## src/rtl/nibble_packer_if.sv

```systemverilog
// rtl/nibble_packer_if.sv - nibble stream in, packed 24-bit word and status out
interface nibble_packer_if;
    logic [3:0]  in;
    logic        in_valid;
    logic        sof;
    logic [23:0] out;
    logic        out_valid;
    logic [2:0]  count;
    logic        drop;

    // Producer side: drives nibbles, observes packed words and status
    modport master (
        output in, in_valid, sof,
        input  out, out_valid, count, drop
    );

    // Packer side
    modport slave (
        input  in, in_valid, sof,
        output out, out_valid, count, drop
    );
endinterface

```

## src/rtl/nibble_packer.sv

```systemverilog
// rtl/nibble_packer.sv - packs six MSB-first nibbles into a 24-bit word; optional idle timeout via NIBBLE_PACKER_TIMEOUT_EN
module nibble_packer #(
    parameter int unsigned TIMEOUT = 15
) (
    input  logic             clk,
    input  logic             reset,
    nibble_packer_if.slave   bus
);

    typedef enum logic {
        IDLE = 1'b0,
        FILL = 1'b1
    } state_t;

    state_t      state_q;
    // Holds up to five accepted nibbles; the sixth goes straight into out.
    logic [19:0] sr_q;
    logic [2:0]  count_q;
    logic [23:0] out_q;
    logic        out_valid_q;
    logic        drop_q;

    // Next shift-register value and completed word for an accepted nibble
    logic [19:0] sr_shift_d;
    logic [23:0] word_d;

`ifdef NIBBLE_PACKER_TIMEOUT_EN
    localparam int unsigned IDLE_W = (TIMEOUT < 2) ? 1 : $clog2(TIMEOUT + 1);
    logic [IDLE_W-1:0] idle_q;
`endif

    // Combinational shift/concat of the incoming nibble onto held state
    always_comb begin
        sr_shift_d = {sr_q[15:0], bus.in};
        word_d     = {sr_q, bus.in};
    end

    // Packer FSM with registered outputs; reset wins over every other event
    always_ff @(posedge clk) begin
        if (reset) begin
            state_q     <= IDLE;
            sr_q        <= '0;
            count_q     <= '0;
            out_q       <= '0;
            out_valid_q <= 1'b0;
            drop_q      <= 1'b0;
`ifdef NIBBLE_PACKER_TIMEOUT_EN
            idle_q      <= '0;
`endif
        end else begin
            out_valid_q <= 1'b0;
            drop_q      <= 1'b0;
            case (state_q)
                IDLE: begin
                    // Only a start-of-word nibble opens a word; stray nibbles are ignored
                    if (bus.in_valid && bus.sof) begin
                        sr_q    <= {16'b0, bus.in};
                        count_q <= 3'd1;
                        state_q <= FILL;
`ifdef NIBBLE_PACKER_TIMEOUT_EN
                        idle_q  <= '0;
`endif
                    end
                end
                FILL: begin
                    if (bus.in_valid) begin
`ifdef NIBBLE_PACKER_TIMEOUT_EN
                        idle_q <= '0;
`endif
                        if (bus.sof) begin
                            // New word arrives mid-fill: abandon the partial one
                            drop_q  <= 1'b1;
                            sr_q    <= {16'b0, bus.in};
                            count_q <= 3'd1;
                        end else if (count_q == 3'd5) begin
                            out_q       <= word_d;
                            out_valid_q <= 1'b1;
                            sr_q        <= '0;
                            count_q     <= 3'd0;
                            state_q     <= IDLE;
                        end else begin
                            sr_q    <= sr_shift_d;
                            count_q <= count_q + 3'd1;
                        end
                    end else begin
`ifdef NIBBLE_PACKER_TIMEOUT_EN
                        // The edge ending the TIMEOUT-th idle cycle discards the partial word
                        if (idle_q == IDLE_W'(TIMEOUT - 1)) begin
                            drop_q  <= 1'b1;
                            count_q <= 3'd0;
                            idle_q  <= '0;
                            state_q <= IDLE;
                        end else begin
                            idle_q <= idle_q + 1'b1;
                        end
`endif
                    end
                end
                default: state_q <= IDLE;
            endcase
        end
    end

    assign bus.out       = out_q;
    assign bus.out_valid = out_valid_q;
    assign bus.count     = count_q;
    assign bus.drop      = drop_q;

endmodule

```

## src/flat_wrapper.sv

```systemverilog
// flat-port wrapper written by rule: the top's interface ports become plain ports
module nibble_packer_flat 
#(
    parameter int unsigned TIMEOUT = 15
)
  (clk, reset, bus_in, bus_in_valid, bus_sof, bus_out, bus_out_valid, bus_count, bus_drop);
  nibble_packer_if bus_i ();
  input  logic clk;
  input  logic reset;
  input wire logic [$bits(bus_i.in)-1:0] bus_in;
  input wire logic [$bits(bus_i.in_valid)-1:0] bus_in_valid;
  input wire logic [$bits(bus_i.sof)-1:0] bus_sof;
  output wire logic [$bits(bus_i.out)-1:0] bus_out;
  output wire logic [$bits(bus_i.out_valid)-1:0] bus_out_valid;
  output wire logic [$bits(bus_i.count)-1:0] bus_count;
  output wire logic [$bits(bus_i.drop)-1:0] bus_drop;
  assign bus_i.in = bus_in;
  assign bus_i.in_valid = bus_in_valid;
  assign bus_i.sof = bus_sof;
  assign bus_out = bus_i.out;
  assign bus_out_valid = bus_i.out_valid;
  assign bus_count = bus_i.count;
  assign bus_drop = bus_i.drop;
  nibble_packer #(.TIMEOUT(TIMEOUT)) u_core (.clk(clk), .reset(reset), .bus(bus_i));
endmodule
```

## config.mk

```make
export PLATFORM = sky130hd
export DESIGN_NAME = nibble_packer_flat
export DESIGN_NICKNAME = d
export VERILOG_FILES = /design/src/rtl/nibble_packer_if.sv /design/src/rtl/nibble_packer.sv /design/src/flat_wrapper.sv
export SDC_FILE = /design/constraint.sdc
export NUM_CORES = 1
export LEC_CHECK = 0
export ABC_AREA = 1
export BUFFER_PORTS_ARGS = -buffer_cell sky130_fd_sc_hd__buf_2
export CAP_MARGIN = 20
export CORE_MARGIN = 2
export CORE_UTILIZATION = 53
export DETAILED_ROUTE_END_ITERATION = 10
export PLACE_DENSITY_LB_ADDON = 0.25
export SLEW_MARGIN = 10
export SYNTH_ARGS = -nofsm -noshare
export SYNTH_HDL_FRONTEND = slang
export SYNTH_SLANG_ARGS = --single-unit
```

## constraint.sdc

```tcl
create_clock -name clk -period 1.4 [get_ports clk]
set_input_delay 0.14 -clock clk [delete_from_list [all_inputs] [get_ports clk]]
set_output_delay 0.14 -clock clk [all_outputs]
set_load 0.01 [all_outputs]
```

[After elaboration in Yosys (flattened, before gate mapping)]
Cells that the tools add are included.
Storage, ports and cells
  bits of input ports: 8
  bits in registers: 50
  word-level logic and storage cells: 35
Cells by class
  $add $sub $neg: 1
  equal/unequal tests: 3
  reductions and logical operators: 5
  mux-type cells: 17
  bitwise logic cells: 3
Operators with widths (count)
  $mux W20: 4
  $pmux W20 S2: 1
  $mux W3: 4
  $mux W1: 6
  $pmux W3 S2: 1
  $reduce_and A4 Y1: 1
  $reduce_or A4 Y1: 1
  $add A3 B1 Y3 const B: 1
  $eq A3 B3 Y1 const B: 1
  $not A1 Y1: 3
  $reduce_or A3 Y1: 1
  $ne A2 B1 Y1 const B: 1
  $ne A2 B2 Y1 const B: 1
  $pmux W1 S2: 1
  $reduce_and A2 Y1: 1
  $logic_and A1 B1 Y1: 1

[Logic depth before layout (Yosys ltp)]
Gate-level depths: netlist (run 1).
  word-level depth: 5
  mapped depth: 7
  gate-level depth less buffers: 6

[Worst setup path before layout (run 1)]
Ideal clock, no wire load.
  path kind: register to register
  start: reg u_core.count_q[0] (netlist: u_core.bus.count[0])
  end: reg u_core.out_q[4] (netlist: u_core.bus.out[4])
  path buffers: 1
  data arrival time: 1112 ps
  stages on the path, launching flop included: 8
  path slack: 229 ps
  clock period less this slack: 1171 ps
  cells stage by stage: dfxtp_1 -> nand2_2 -> nor2_4 -> nand2_4 -> nor2_8 -> buf_6 -> nand2_1 -> nand2_1
Between the ends
  word-level cells in the longest chain between the ends: 2
Ends and longest elaborated chain
  start, declared: line nibble_packer.sv:18  | logic [2:0] count_q;
  start signal, assigned: line nibble_packer.sv:83  | count_q <= count_q + 3'd1;
  $eq A3 B3 Y1: line nibble_packer.sv:75  | end else if (count_q == 3'd5) begin
  $reduce_and A4 Y1 (no source line)
  end signal, assigned: line nibble_packer.sv:76  | out_q <= word_d;
  end, declared: line nibble_packer.sv:19  | logic [23:0] out_q;
No other way between the ends.
A chain may end at the register's enable or synchronous reset.

[Worst setup path after layout (run 1)]
  start: reg u_core.count_q[2] (netlist: u_core.bus.count[2])
  end: reg u_core.out_q[17] (netlist: u_core.bus.out[17])
The elaborated chain is that of the path after synthesis.

==> flow_summary.ini, run 1 <==
[run_status]
status = complete, no violations

[min_path]
min_from = reset
hp-class = in2reg

[power_and_ir_drop]
power.leakage_uw = 0.001008
p_total_uw = 2203
powerDensity_mw_per_mm2 = 1020
vdd_drop_max_mv = 0.6697

[setup_path]
regToRegStartpoint = u_core.bus.count[2]
crit_chain = nand2_2 -> nor2_4 -> nand2_4 -> nor2_4 -> nand2_1 -> nand2_1
worstPathArrival_ps = 1610
critical_path_required_ps = 1710
startpoint_type = flop
crit_slowest_cell = dfxtp_1
startpoint = u_core.bus.count[2]
path_class = reg2reg
critPathCaptureType = flop
crit_fanout = 12
max_stage_delay_ps = 440

[global_route]
global_route.overflow_total = 0
antenna_found_initial = 0
grt_max_degree = 26
grt_first_pass_wirelength_um = 6755
gr-usage-all-layers_pct = 21.27
grt_pass1_vias = 1501

[sta]
finalSetupViolCount = 0
slew_headroom_pct = 75.76
clock.fmax_ghz = 0.7725
worstMarginPinSlew_ps = 363.1
period_minus_slack_ps = 1295
fin_ws_ps = 105.5
clock_skew_ps = 7.972
drv_slew = 0
finalCritPeriodShare_pct = 92.47
hold_violations = 0

[final_layout]
nets = 273
design_area_mm2 = 0.002161
area_growth_pct = 16.53
n_antenna_cell = 0
drive_above_1_share_pct = 21.59
final_cells = 310

[drt]
drt_first_pass_iters = 4
totalWireLength_um = 3894
final_antenna_net_count = 0
wl_per_cell_um = 12.56
vias = 1661
vias_per_cell = 5.358
drc_errors = 0
drtIter0Drc = 85

[logic_synthesis]
synth_flop_cell = dfxtp_1
yosysSeqAreaShare_pct = 53.98
syn_area_mm2 = 0.001854
synth-async-reset-ratio_pct = 0
ys_ff_latch = 50
synth_top_cell_area_share_pct = 53.98
synth_edf_count = 0
yosysTopAreaCell = dfxtp_1
yosysWarnings = 0
synth_nets = 235
synthTopCellsByArea = dfxtp_1 54%, nand3_1 16%, nand2_1 12%
synth_cell_types = 20
synth_cells = 227
syn_avg_cell_area_um2 = 8.169
synth_common_cells = 59 x nand2_1, 59 x nand3_1, 50 x dfxtp_1

[clocking]
cts-htree-levels = 2
tritoncts.num_buffers = 5
clk_transition_reported_paths_ps = 130
cts_tree = built
post_cts_buffers = 0
clk_latency_ps = 360
clockBufferDepth = 2
cts.sinks = 50
ctsRootBufferMaster = clkbuf_4

[placed_design]
post-dp-hpwl_um = 2439
dpl_cell_area_mm2 = 0.002057
placed_cells = 299
dp_slack_ps = 140.1
io_buffers = 36
place.gp.congestion = 0.7651

[die]
io_pins = 37
core_mm2 = 0.003337
num_rows = 21
die_w_um = 63.15
initial_core_util_pct = 55.57
fp.dieH_um = 63.15
dieArea_mm2 = 0.003988

[job]
cap_violations = 0
state kept, by name, summed over array words and instances, names as in the netlist:
| name | cells |
|---|---|
| u_core.bus.out | 24 |
| u_core.bus.drop | 1 |
| u_core.bus.count | 3 |
| u_core.sr_q | 20 |
| u_core.bus.out_valid | 1 |
| u_core.state_q | 1 |
worst max-delay path: cells and delay by family, from the launching register on:
family           cells  cell delay (ps)
AND/OR/NAND/NOR      6              790
flip-flops           1              440
metal layers:
metal / track usage, % / vias to the layer above / part of all wire [%]
li1: - / 836 / -
met1: 26.58 / 771 / 47
met2: 34.71 / 47 / 46
met3: 5.536 / 7 / 5.2
met4: 8.889 / 0 / 1.6
met5: 0 / - / 0
layout make-up:
cell class,instances,area (µm²)
clock buffer,6,51.30
tap,46,57.56
multi-input combinational,158,757.0
inverter,4,15.01
timing repair buffer,46,277.8
fill,334,1176
sequential,50,1002
worst paths after layout:
check,slack [ps],to,cells after the start
worst max-delay path,110,u_core.bus.out[17],6
worst min-delay path,210,u_core.state_q,4
worst max register to register,110,u_core.bus.out[17],6
worst min register to register,460,u_core.bus.out[22],2
where the power goes:
group / leakage [µW] / internal, µW / switching (µW)
Clock: 0.0000302 / 227 / 405
Sequential: 0.000404 / 1440 / 16.3
Combinational: 0.000573 / 41.3 / 73.5
Total: 0.00101 / 1710 / 495
cell usage in the layout (no fill, tap or decap), drive strengths merged:
master | synthesis | final
nand2 | 61 | 61
nand3 | 60 | 60
dfxtp | 50 | 50
buf | 12 | 42
a21oi | 24 | 24
o21ai | 7 | 7
clkbuf | 4 | 6
nor2 | 4 | 5
dlygate4sd3 | 0 | 4
inv | 4 | 4
nor3 | 1 | 1
kinds of logic (layout without fill, tap and decap cells):
group / Yosys count / after routing / share of synthesized area, %
AOI/OAI and AO/OA: 31 / 31 / 8.367
buffers and inverters: 20 / 56 / 5.802
DFF: 50 / 50 / 53.98
and+or+nand+nor: 126 / 127 / 31.85
metrics by stage:
stage	utilization [%]	hold slack, ps	setup TNS, ps
2_1_floorplan	-	243.1	0
3_3_place_gp	61.64	351.2	0
3_5_place_dp	61.64	349.7	0
4_1_cts	64.38	182.6	0
5_1_grt	64.75	217.6	-0.5138
6_report	64.75	206.3	0
what timing repair did:
action	in CTS	in global routing
hold buffers	4	0
endpoints found under the hold margin	4	0
gates resized for setup	0	1
endpoints found under the setup margin	0	20
(Power assumes the default switching activity.)
==> inputs of run 2 (changes only) <==
--- a/config.mk
+++ b/config.mk
@@ -12,6 +12,7 @@
 export CORE_UTILIZATION = 53
 export DETAILED_ROUTE_END_ITERATION = 10
 export PLACE_DENSITY_LB_ADDON = 0.25
+export SETUP_SLACK_MARGIN = 0.4
 export SLEW_MARGIN = 10
 export SYNTH_ARGS = -nofsm -noshare
 export SYNTH_HDL_FRONTEND = slang
==> run 2 against run 1 <==
Compared with the run above: clock-buffer cell count grew 1; sequential share of layout area shrank 6.6 points; utilization grew 14 points; sequential power is essentially flat; via count grew 9.9%; critical endpoint is now u_core.bus.out[3]; clock power grew 57%; non-clock buffer count grew 13; critical path depth is the same; die area is the same; global-route usage grew 2.0 points.
==> flow_summary.ini, run 2 (synthesis gave the netlist of run 1 again) <==
[setup_path]
path_class = reg2reg
critPathCaptureType = flop
critical_path_required_ps = 1680
startpoint_type = flop
reg2regPathDepth = 6
rrSetupSlack_ps = 180
crit_fanout = 25
r2r_end = u_core.bus.out[3]
regToRegStartpoint = u_core.bus.count[0]
worstPathArrival_ps = 1500

[min_path]
min_from = bus_in_valid
min_to = u_core.sr_q[2]
holdPathStages = 4
hp-class = in2reg

[run_status]
status = complete, no violations

[clocking]
clk_transition_reported_paths_ps = 140
cts.sinks = 50
ctsRootBufferMaster = clkbuf_4
tritoncts.num_buffers = 5
cts-htree-levels = 2
cts_tree = built
clk_latency_ps = 380
clockBufferDepth = 2

[die]
fp.dieH_um = 63.15
core_mm2 = 0.003337
io_pins = 37
dieArea_mm2 = 0.003988
die_w_um = 63.15
initial_core_util_pct = 55.57
num_rows = 21

[final_layout]
area_growth_pct = 40.96
fillers = 238
largest_register_ffs = 24
n_antenna_cell = 0
nets = 287
drive_above_1_share_pct = 38.57
layout_commonest_cell = nand3_1
final_cells = 326
final_cell_mix = 59 x nand3_1, 48 x nand2_1, 27 x buf_6

[drt]
totalWireLength_um = 4918
drtIter0Drc = 140
vias = 1825
wl_per_cell_um = 15.09
vias_per_cell = 5.598
final_antenna_net_count = 0
drc_errors = 0
drt_first_pass_iters = 6

[power_and_ir_drop]
vdd_drop_max_mv = 0.6726
powerDensity_mw_per_mm2 = 993.6
power.leakage_uw = 0.001183

[placed_design]
post-dp-hpwl_um = 2532
placed_cells = 300
place.gp.congestion = 0.7700
io_buffers = 36

[sta]
hold_violations = 0
period_minus_slack_ps = 1221
finalSetupTns_ps = 0
clock.fmax_ghz = 0.8191
clock_skew_ps = 11.14
rsz0062_at_grt = yes
worstMarginPinSlew_ps = 362.3
finalCritPeriodShare_pct = 87.20
slew_headroom_pct = 75.82
drv_slew = 0
finalSetupViolCount = 0

[global_route]
grt_max_degree = 26
grt_util_met3_pct = 4.286
grt_pass1_vias = 1599
antenna_found_initial = 0
met1_usage_pct = 29.33
gr-usage-all-layers_pct = 23.26
met2_usage_pct = 38.16
busiest_layer = met2
grt_first_pass_wirelength_um = 7272
global_route.overflow_total = 0

[job]
cap_violations = 0
-- run 2: layout make-up --
cell class	instances	area [µm²]	share of cell area [%]
sequential	50	1040	39.78
timing repair buffer	59	579.3	22.16
clock buffer	7	76.32	2.920
tap	46	57.56	2.202
multi-input combinational	159	815.8	31.21
inverter	4	15.01	0.5744
clock inverter	1	30.03	1.149
-- run 2: worst max-delay path by stage --
stage / start / endpoint / slack, ps / cells past startpoint
global placement: u_core.state_q / u_core.sr_q[3] / 250 / 5
global route: u_core.bus.count[0] / u_core.bus.out[4] / 150 / 7
detailed placement: u_core.state_q / u_core.sr_q[3] / 160 / 5
floorplan: u_core.bus.count[0] / u_core.bus.out[4] / 370 / 7
finish: u_core.bus.count[0] / u_core.bus.out[3] / 180 / 6
CTS: u_core.bus.count[0] / u_core.bus.out[7] / 270 / 6
-- run 2: layer usage --
metal | wire, µm | vias to the layer above
met5 | 0 | -
met4 | 163 | 0
met3 | 299 | 16
met2 | 2398 | 62
met1 | 2056 | 872
li1 | - | 875
-- run 2: metrics by stage --
step                      power, µW  instance area, µm²  util, %  hold slack, ps  setup WS [ps]
final                          2597                2614    78.33           222.5          179.2
after global routing           2672                2614    78.33           248.3          146.4
after CTS                      2565                2307    69.14           219.7          270.6
after detailed placement       1592                2074    62.17           356.2          164.6
after global placement         1589                2074    62.17           347.7          246.2
after floorplan                1552                1888        -           243.1          365.7
-- run 2: timing repair --
item / 4_1_cts / 5_1_grt
endpoints found under the hold margin: 4 / 0
endpoints found under the setup margin: 59 / 76
pin swaps: 4 / 5
hold buffers: 4 / 0
gates cloned: 2 / 1
gates resized for setup: 14 / 57
setup buffers: 4 / 7
-- run 2: worst max-delay path, stage by stage (launching register included) --
cell     delay, ps
dfxtp_4        420
nand2_4         70
nor2_4         120
nand2_4        140
buf_12         190
nand3_1        100
nand2_1         70
-- run 2: report_power, final --
part	internal [µW]	total, µW	switching (µW)
clock network	534	995	461
logic	58.2	147	88.5
registers	1440	1460	20.4
==> inputs of run 3 (changes only) <==
--- a/config.mk
+++ b/config.mk
@@ -12,6 +12,7 @@
 export CORE_UTILIZATION = 53
 export DETAILED_ROUTE_END_ITERATION = 10
 export PLACE_DENSITY_LB_ADDON = 0.25
+export REMOVE_ABC_BUFFERS = 1
 export SETUP_SLACK_MARGIN = 0.4
 export SLEW_MARGIN = 10
 export SYNTH_ARGS = -nofsm -noshare
==> run 3 against run 2 <==
Compared with the run above: clock skew decreased by 4.7 ps; register-to-register slack hardly changed; global-route usage rose by 0.92 points; utilization shrank 1.3 points; hold slack got worse by 160 ps; first-iteration DRC count up 8.6%; power shrank 12%; sequential power hardly changed; wire length rose by 4.2%; via count is 2.5% higher; critical endpoint is now u_core.bus.out[0]; largest cell class unchanged.
==> flow_summary.ini, run 3 (synthesis gave the netlist of run 1 again) <==
[drt]
drc_errors = 0
totalWireLength_um = 5127
wl_per_cell_um = 15.73
drtIter0Drc = 152
vias_per_cell = 5.736
final_antenna_net_count = 0
drt_first_pass_iters = 4
vias = 1870

[final_layout]
final_cells = 326
area_growth_pct = 38.60
n_antenna_cell = 0
final_cell_mix = 59 x nand3_1, 57 x nand2_1, 28 x buf_6
design_area_mm2 = 0.002570
drive_above_1_share_pct = 36.43
largest_register_ffs = 24
layout_commonest_cell = nand3_1
nets = 287
fillers = 242
seqCellArea_mm2 = 0.001045
multi_input_area_um2 = 844.6

[die]
num_rows = 21
core_mm2 = 0.003337
dieArea_mm2 = 0.003988
io_pins = 37
die_w_um = 63.15
fp.dieH_um = 63.15
initial_core_util_pct = 55.57

[clocking]
cts_tree = built
clockBufferDepth = 2
tritoncts.num_buffers = 5
cts.sinks = 50
clk_transition_reported_paths_ps = 140
cts-htree-levels = 2
clk_latency_ps = 370
ctsRootBufferMaster = clkbuf_4

[sta]
finalSetupViolCount = 0
clock.fmax_ghz = 0.8292
drv_slew = 0
rsz0062_at_grt = yes
clock_skew_ps = 6.471
fin_ws_ps = 194.1
slew_headroom_pct = 80.88
hold_violations = 0
worstMarginPinSlew_ps = 286.4
finalCritPeriodShare_pct = 86.14
period_minus_slack_ps = 1206

[global_route]
grt_pass1_vias = 1617
gr-usage-all-layers_pct = 24.18
global_route.overflow_total = 0
grt_first_pass_wirelength_um = 7527
grt_max_degree = 26
antenna_found_initial = 0

[placed_design]
post-dp-hpwl_um = 2316
place.gp.congestion = 0.7780
placed_cells = 299
io_buffers = 36
dp_slack_ps = 151.1
dpl_cell_area_mm2 = 0.002044

[setup_path]
startpoint_type = flop
rrSetupSlack_ps = 190
critPathCaptureType = flop
critical_path_required_ps = 1720
regToRegStartpoint = u_core.state_q
reg2regPathDepth = 6
r2r_end = u_core.bus.out[0]
worstPathArrival_ps = 1530
path_class = reg2reg
crit_fanout = 6

[min_path]
min_from = reset
min_to = u_core.sr_q[17]
hp-class = in2reg
holdPathStages = 2

[power_and_ir_drop]
power.leakage_uw = 0.001123
powerDensity_mw_per_mm2 = 892.1
p_total_uw = 2293
vdd_drop_max_mv = 0.5630

[job]
cap_violations = 0

[run_status]
status = complete, no violations
## run 3: cell count changes in the layout (fill, tap and decap cells not counted), sizes merged
| cell | delta |
|---|---|
| clkinv | +1 |
| nand3 | +1 |
| buf | -3 |
| nand2 | +1 |
| bufinv | -1 |
| nor2 | +1 |
## run 3: routing by layer
layer  global-route usage, %  up-vias  wire length [µm]
met1                   29.48      902              2051
li1                        -      876                 -
met2                   41.36       80              2654
met4                   8.333        0                74
met5                       0        -                 0
met3                   6.071       12               346
## run 3: how the worst max path moves through the flow
stage                                    from                  to  cells past startpoint
after global placement    u_core.bus.count[0]   u_core.bus.out[7]                      6
after CTS                 u_core.bus.count[2]  u_core.bus.out[13]                      6
after floorplan                u_core.state_q   u_core.bus.out[0]                      6
final                          u_core.state_q   u_core.bus.out[0]                      6
after detailed placement  u_core.bus.count[0]  u_core.bus.out[15]                      6
after global routing           u_core.state_q  u_core.bus.out[11]                      6
## run 3: final cells by class
class | count | share of cell area [%]
tap | 46 | 2.240
clock buffer | 7 | 2.142
clock inverter | 1 | 0.1947
timing repair buffer | 56 | 21.32
inverter | 4 | 0.5842
sequential | 50 | 40.65
multi-input combinational | 162 | 32.86
## run 3: what timing repair did
| action | 4_1_cts | 5_1_grt |
|---|---|---|
| resized for setup | 23 | 52 |
| hold buffers | 4 | 0 |
| endpoints found under the hold margin | 4 | 0 |
| cloned | 4 | 2 |
| buffers inserted | 4 | 5 |
| setup endpoints to repair | 55 | 77 |
| pin swaps | 4 | 8 |
## run 3: through the flow
stage,TNS [ps],hold WS (ps),util (%)
after CTS,0,57.89,68.62
final,0,64.57,77.02
after detailed placement,0,352.3,61.27
after global routing,0,45.64,77.02
after global placement,0,348.2,61.27
after floorplan,-12480,209.1,-
## run 3: power by group
group / total [µW] / internal [µW] / switching [µW]
combinational: 152 / 53.2 / 98.3
sequential: 1450 / 1430 / 15.9
clock: 690 / 244 / 446
total: 2290 / 1730 / 560
## run 3: critical path, cell delays in order, from the launching register on
cell	delay [ps]
dfxtp_2	380
nand2_4	70
nor2_4	180
nand2_8	130
nor2_4	230
nand2_1	90
nand2_1	70
